==> src/rtl/run_sequencer_if.sv <==
// Run-control bundle between the bench/core side and the run sequencer.
// The sequencer takes the master view: it drives the core controls and status.
interface run_sequencer_if #(
  parameter int PW = 10,
  parameter int CW = 16
);
  logic          Req;
  logic [1:0]    ProgSel;
  logic          HaltIn;
  logic          CoreReset;
  logic          CoreEn;
  logic [PW-1:0] PCInit;
  logic          Busy;
  logic          Done;
  logic          Timeout;
  logic [CW-1:0] CycleCount;

  modport master (
    input  Req, ProgSel, HaltIn,
    output CoreReset, CoreEn, PCInit, Busy, Done, Timeout, CycleCount
  );

  modport slave (
    output Req, ProgSel, HaltIn,
    input  CoreReset, CoreEn, PCInit, Busy, Done, Timeout, CycleCount
  );
endinterface

==> src/rtl/run_sequencer.sv <==
// Run-level controller: starts a program on a rising Req, holds the core in
// reset for one load cycle, then runs it until halt or the watchdog fires.
module run_sequencer #(
  parameter int            PW         = 10,
  parameter int            CW         = 16,
  parameter logic [CW-1:0] MAX_CYCLES = 16'hFFFF,
  parameter logic [PW-1:0] START0     = '0,
  parameter logic [PW-1:0] START1     = '0,
  parameter logic [PW-1:0] START2     = '0,
  parameter logic [PW-1:0] START3     = '0
) (
  input logic            Clk,
  input logic            Reset,
  run_sequencer_if.master bus
);

  typedef enum logic [1:0] {IDLE, LOAD, RUN, DONE} state_t;

  state_t        state;
  state_t        next_state;
  logic          req_q;
  logic          start;
  logic          accept;
  logic          watchdog_hit;
  logic          timeout_set;
  logic [1:0]    run_sel;
  logic [1:0]    run_sel_next;
  logic [CW-1:0] count_inc;

  logic          core_reset_r;
  logic [PW-1:0] pc_init_r;
  logic          busy_r;
  logic          done_r;
  logic          timeout_r;
  logic [CW-1:0] cycle_count_r;

  // Entry address table indexed by program select.
  function automatic logic [PW-1:0] start_addr(input logic [1:0] sel);
    logic [PW-1:0] addr;
    case (sel)
      2'd0:    addr = START0;
      2'd1:    addr = START1;
      2'd2:    addr = START2;
      default: addr = START3;
    endcase
    return addr;
  endfunction

  assign start        = bus.Req & ~req_q;
  assign accept       = start && (state == IDLE || state == DONE);
  assign count_inc    = cycle_count_r + {{(CW-1){1'b0}}, 1'b1};
  // The watchdog compares against the post-increment count so that exactly
  // MAX_CYCLES RUN cycles execute before the forced stop.
  assign watchdog_hit = (count_inc == MAX_CYCLES);
  assign timeout_set  = (state == RUN) && !bus.HaltIn && watchdog_hit;

  // State register; reset returns to IDLE from anywhere, including mid-run.
  always_ff @(posedge Clk) begin
    if (Reset) state <= IDLE;
    else       state <= next_state;
  end

  // Next-state logic plus the one combinational output, CoreEn.
  always_comb begin
    next_state   = state;
    run_sel_next = run_sel;
    bus.CoreEn   = 1'b0;
    case (state)
      IDLE, DONE: begin
        if (accept) begin
          next_state   = LOAD;
          run_sel_next = bus.ProgSel;
        end
      end
      LOAD: next_state = RUN;
      RUN: begin
        // The halt instruction itself commits nothing, freezing the PC on it.
        bus.CoreEn = ~bus.HaltIn;
        if (bus.HaltIn || watchdog_hit) next_state = DONE;
      end
      default: next_state = IDLE;
    endcase
  end

  // Registered outputs are derived from the next state so they line up with
  // the state they describe, plus start-edge tracking and the run counters.
  always_ff @(posedge Clk) begin
    if (Reset) begin
      req_q         <= 1'b0;
      run_sel       <= 2'd0;
      core_reset_r  <= 1'b1;
      pc_init_r     <= START0;
      busy_r        <= 1'b0;
      done_r        <= 1'b0;
      timeout_r     <= 1'b0;
      cycle_count_r <= '0;
    end else begin
      req_q         <= bus.Req;
      run_sel       <= run_sel_next;
      pc_init_r     <= start_addr(run_sel_next);
      core_reset_r  <= (next_state == IDLE) || (next_state == LOAD);
      busy_r        <= (next_state == LOAD) || (next_state == RUN);
      done_r        <= (next_state == DONE);
      if (accept) begin
        cycle_count_r <= '0;
        timeout_r     <= 1'b0;
      end else if (state == RUN) begin
        cycle_count_r <= count_inc;
        if (timeout_set) timeout_r <= 1'b1;
      end
    end
  end

  assign bus.CoreReset  = core_reset_r;
  assign bus.PCInit     = pc_init_r;
  assign bus.Busy       = busy_r;
  assign bus.Done       = done_r;
  assign bus.Timeout    = timeout_r;
  assign bus.CycleCount = cycle_count_r;

endmodule

==> src/flat_wrapper.sv <==
// flat-port wrapper written by rule: the top's interface ports become plain ports
module run_sequencer_flat 
#(
  parameter int            PW         = 10,
  parameter int            CW         = 16,
  parameter logic [CW-1:0] MAX_CYCLES = 16'hFFFF,
  parameter logic [PW-1:0] START0     = '0,
  parameter logic [PW-1:0] START1     = '0,
  parameter logic [PW-1:0] START2     = '0,
  parameter logic [PW-1:0] START3     = '0
)
  (Clk, Reset, bus_Req, bus_ProgSel, bus_HaltIn, bus_CoreReset, bus_CoreEn, bus_PCInit, bus_Busy, bus_Done, bus_Timeout, bus_CycleCount);
  run_sequencer_if #(.PW(PW), .CW(CW)) bus_i ();
  input logic Clk;
  input logic Reset;
  input wire logic [$bits(bus_i.Req)-1:0] bus_Req;
  input wire logic [$bits(bus_i.ProgSel)-1:0] bus_ProgSel;
  input wire logic [$bits(bus_i.HaltIn)-1:0] bus_HaltIn;
  output wire logic [$bits(bus_i.CoreReset)-1:0] bus_CoreReset;
  output wire logic [$bits(bus_i.CoreEn)-1:0] bus_CoreEn;
  output wire logic [$bits(bus_i.PCInit)-1:0] bus_PCInit;
  output wire logic [$bits(bus_i.Busy)-1:0] bus_Busy;
  output wire logic [$bits(bus_i.Done)-1:0] bus_Done;
  output wire logic [$bits(bus_i.Timeout)-1:0] bus_Timeout;
  output wire logic [$bits(bus_i.CycleCount)-1:0] bus_CycleCount;
  assign bus_i.Req = bus_Req;
  assign bus_i.ProgSel = bus_ProgSel;
  assign bus_i.HaltIn = bus_HaltIn;
  assign bus_CoreReset = bus_i.CoreReset;
  assign bus_CoreEn = bus_i.CoreEn;
  assign bus_PCInit = bus_i.PCInit;
  assign bus_Busy = bus_i.Busy;
  assign bus_Done = bus_i.Done;
  assign bus_Timeout = bus_i.Timeout;
  assign bus_CycleCount = bus_i.CycleCount;
  run_sequencer #(.PW(PW), .CW(CW), .MAX_CYCLES(MAX_CYCLES), .START0(START0), .START1(START1), .START2(START2), .START3(START3)) u_core (.Clk(Clk), .Reset(Reset), .bus(bus_i));
endmodule
==> config.mk <==
export PLATFORM = sky130hd
export DESIGN_NAME = run_sequencer_flat
export DESIGN_NICKNAME = d
export VERILOG_FILES = /design/src/rtl/run_sequencer_if.sv /design/src/rtl/run_sequencer.sv /design/src/flat_wrapper.sv
export SDC_FILE = /design/constraint.sdc
export NUM_CORES = 1
export LEC_CHECK = 0
export CELL_PAD_IN_SITES_DETAIL_PLACEMENT = 1
export CELL_PAD_IN_SITES_GLOBAL_PLACEMENT = 2
export CORE_ASPECT_RATIO = 0.8
export CORE_UTILIZATION = 24
export CTS_BUF_LIST = sky130_fd_sc_hd__clkbuf_16
export DETAILED_ROUTE_END_ITERATION = 10
export PLACE_DENSITY = 0.71
export SLEW_MARGIN = 0
export SYNTH_ARGS = -nofsm -noshare
export SYNTH_HDL_FRONTEND = slang
export SYNTH_SLANG_ARGS = --single-unit
==> constraint.sdc <==
create_clock -name Clk -period 2.3 [get_ports Clk]
set_input_delay 0.23 -clock Clk [delete_from_list [all_inputs] [get_ports Clk]]
set_output_delay 0.23 -clock Clk [all_outputs]
set_load 0.05 [all_outputs]
==> run summary <==
Pleak - 0.765 nW
Final period util - 99.7%
Status - completed
Post-Syn Instances - 159
Global router's overall resource usage - 14.1%
Post-detail-place hpwl - 2970 um
H-tree levels - 1
F_max - 436 MHz
Die ar. - 5880 um2
Number of synthesized register bits - 23
Core Rows - 23
Die width - 85.5 um
CTS buffer count - 3
Startpoint Class - flop
Final hold violations - 0
Final WL - 3950 um
Slew headroom - 61.7%
Largest net degree at the start of global routing - 13
Final Setup Violations - 0
Setup TNS Final - 0 ns
Vias per cell - 4.70
CTS Buffer Depth - 2
Final Power - 1.62 mW
Routed vias - 1278
Post-layout minimum cycle time - 2.29 ns
Starting Density - 25.8%
Reg power frac - 30.8%
Die height - 68.8 um
Crit Path Class - reg -> reg
Synthesis-to-layout area growth - 51.1%
CP required - 2.44 ns
EDFF count, synth - 0
Clock power frac - 23.6%
Psw - 0.635 mW
GP Congestion - 0.806
Hold Path Class - reg -> reg
WL per Instance - 14.5 um
Final Max Slew Viols - 0
Clock sink count - 23
Dpl cell area - 1830 um2
Max Cap Viol - 0
Clk pin slew, worst setup/hold paths - 0.06 ns
Final worst clock skew - 0.000918 ns
Gr ovfl total - 0
Sw Ratio - 39.1%
Pwr Density - 803 nW/um2
Seq/Total Area, Yosys - 34.4%
Internal power - 0.988 mW
Share of layout cells above drive strength 1 - 30.5%
1st-iter DRT viols - 67
RSZ-0062 raised after global routing - yes
Worst Setup End Kind - flop
Post-synthesis average cell area - 8.41 um2
Antenna violations before repair - 0
Mapped Area - 1340 um2
Worst Tran Pin Value - 0.569 ns
Logic pwr share - 45.6%
Drt pass-1 iters - 4
Peak VDD IR - 582 uV
N_diodes - 0
Post-CTS Hold Buffers - 0
Number of global-route vias before repair - 1260
Critical Path AT - 2.43 ns
Most common flop cell mapped by yosys - dfxtp_1
Core Region - 5180 um2
Post-route design area - 2020 um2
Yosys cell types - 40
Worst skew pair latency - 0.25 ns
Antenna viol nets, final - 0
CTS tree - built
IO Pins - 37
Yosys warnings - 0
DRC - 0
Nets - 223
First-pass GRT wire length - 6340 um
CP max FO - 7
Ys async rst share - 0%
Root Buffer Master - clkbuf_16
IO Port Bufs - 24
-- cells by family after synthesis --
logic type | Yosys count | synth area share [%]
AOI/OAI and AO/OA | 23 | 13.0
xor gates and xnor gates | 14 | 9.17
adders and majority gates | 6 | 5.61
buffers and inverters | 25 | 10.5
DFF | 23 | 34.4
other | 1 | 0.280
and+or+nand+nor | 67 | 27.0
-- flip-flops by register name, summed over array words and instances, names as in the netlist --
signal	cells
u_core.state	2
u_core.bus.CycleCount	16
u_core.bus.Done	1
u_core.req_q	1
u_core.bus.Busy	1
u_core.bus.CoreReset	1
u_core.bus.Timeout	1
-- worst max-delay path, cell delays in order (launching register included) --
cell and delay [ns]:
dfxtp_4 0.40, ha_4 0.17, a21bo_4 0.25, nor3_4 0.12, a211oi_2 0.09, a2111o_1 0.42, a22o_1 0.24, ha_2 0.18
or3_1 0.30
-- synthesized netlist by cell type, types with 2 or more instances --
master	instances	area share [%]
nor2_1	18	5.1
nand3_1	7	2.6
and3_1	4	1.9
nand2_1	8	2.2
xor2_1	6	3.9
nor2b_1	6	2.8
o21ai_0	3	1.1
xnor2_1	8	5.2
nor4_1	4	1.9
a211oi_1	2	1.1
nand2b_1	3	1.4
ha_1	6	5.6
clkbuf_1	5	1.4
a21oi_1	5	1.9
nand4_1	5	2.3
or3_1	4	1.9
inv_1	8	2.2
dfxtp_1	23	34
o21a_1	2	1.1
buf_4	10	5.6
nor3_1	3	1.1
-- timing repair --
| item | in CTS | in global routing |
|---|---|---|
| setup buffers | 4 | 1 |
| pin swaps | 6 | 3 |
| resized for setup | 10 | 5 |
| cloned | 0 | 0 |
| endpoints found under the setup margin | 2 | 3 |
-- per-stage QoR --
stage | hold slack (ns) | setup slack, ns | util (%) | cells
floorplan | 0.302 | -0.0570 | - | 168
global placement | 0.452 | -0.0177 | 35.3 | 263
detailed placement | 0.462 | -0.114 | 35.3 | 263
CTS | 0.477 | 0.000175 | 38.2 | 271
global route | 0.500 | -0.0945 | 39.0 | 272
finish | 0.470 | 0.00764 | 39.0 | 272
-- cell usage in the layout (no fill, tap or decap), drive strengths merged, types with 4 or more instances in the layout --
cell | synthesis | layout
nor2b | 6 | 6
conb | 1 | 10
clkdlybuf4s50 | 0 | 24
dfxtp | 23 | 23
xnor2 | 8 | 8
a21oi | 5 | 5
nand2 | 8 | 8
nor2 | 18 | 18
buf | 12 | 31
ha | 6 | 6
inv | 8 | 9
or3 | 4 | 4
nor4 | 5 | 5
nand3 | 8 | 8
xor2 | 6 | 6
nand4 | 5 | 5
and3 | 4 | 4
-- layout make-up --
class | instances | area, um2
inverters | 8 | 30.0
flip-flops and latches | 23 | 493
fillers | 614 | 3160
multi-input cells | 120 | 868
clock buffers | 3 | 75.1
clock inverters | 1 | 3.75
well taps | 62 | 77.6
repair buffers | 55 | 473
-- worst paths after layout --
path	start	to	slack [ns]	depth (start not counted)
setup / recovery	u_core.bus.CycleCount[1]$_SDFFE_PP0N_	u_core.bus.CoreReset$_SDFF_PP1_	0.008	8
hold / removal	u_core.bus.Timeout$_SDFFE_PP0P_	u_core.bus.Timeout$_SDFFE_PP0P_	0.47	2
setup reg to reg	u_core.bus.CycleCount[1]$_SDFFE_PP0N_	u_core.bus.CoreReset$_SDFF_PP1_	0.008	8
hold reg to reg	u_core.bus.Timeout$_SDFFE_PP0P_	u_core.bus.Timeout$_SDFFE_PP0P_	0.47	2
-- power groups by stage --
| stage | sequential, mW | combinational (mW) | clock [mW] |
|---|---|---|---|
| 6_report | 0.500 | 0.741 | 0.383 |
| 4_1_cts | 0.501 | 0.726 | 0.392 |
| 3_5_place_dp | 0.511 | 0.683 | 0 |
| 2_1_floorplan | 0.622 | 0.356 | 0 |
| 3_3_place_gp | 0.507 | 0.646 | 0 |
| 5_1_grt | 0.510 | 0.810 | 0.410 |
-- routing by layer --
metal / vias up / wire length, um / global-route usage, %
li1: 635 / - / -
met1: 609 / 1890 / 18.4
met2: 30 / 1870 / 24.9
met3: 4 / 140 / 2.02
met4: 0 / 57 / 3.96
met5: - / 0 / 0
Power figures use the tool's default switching activity.
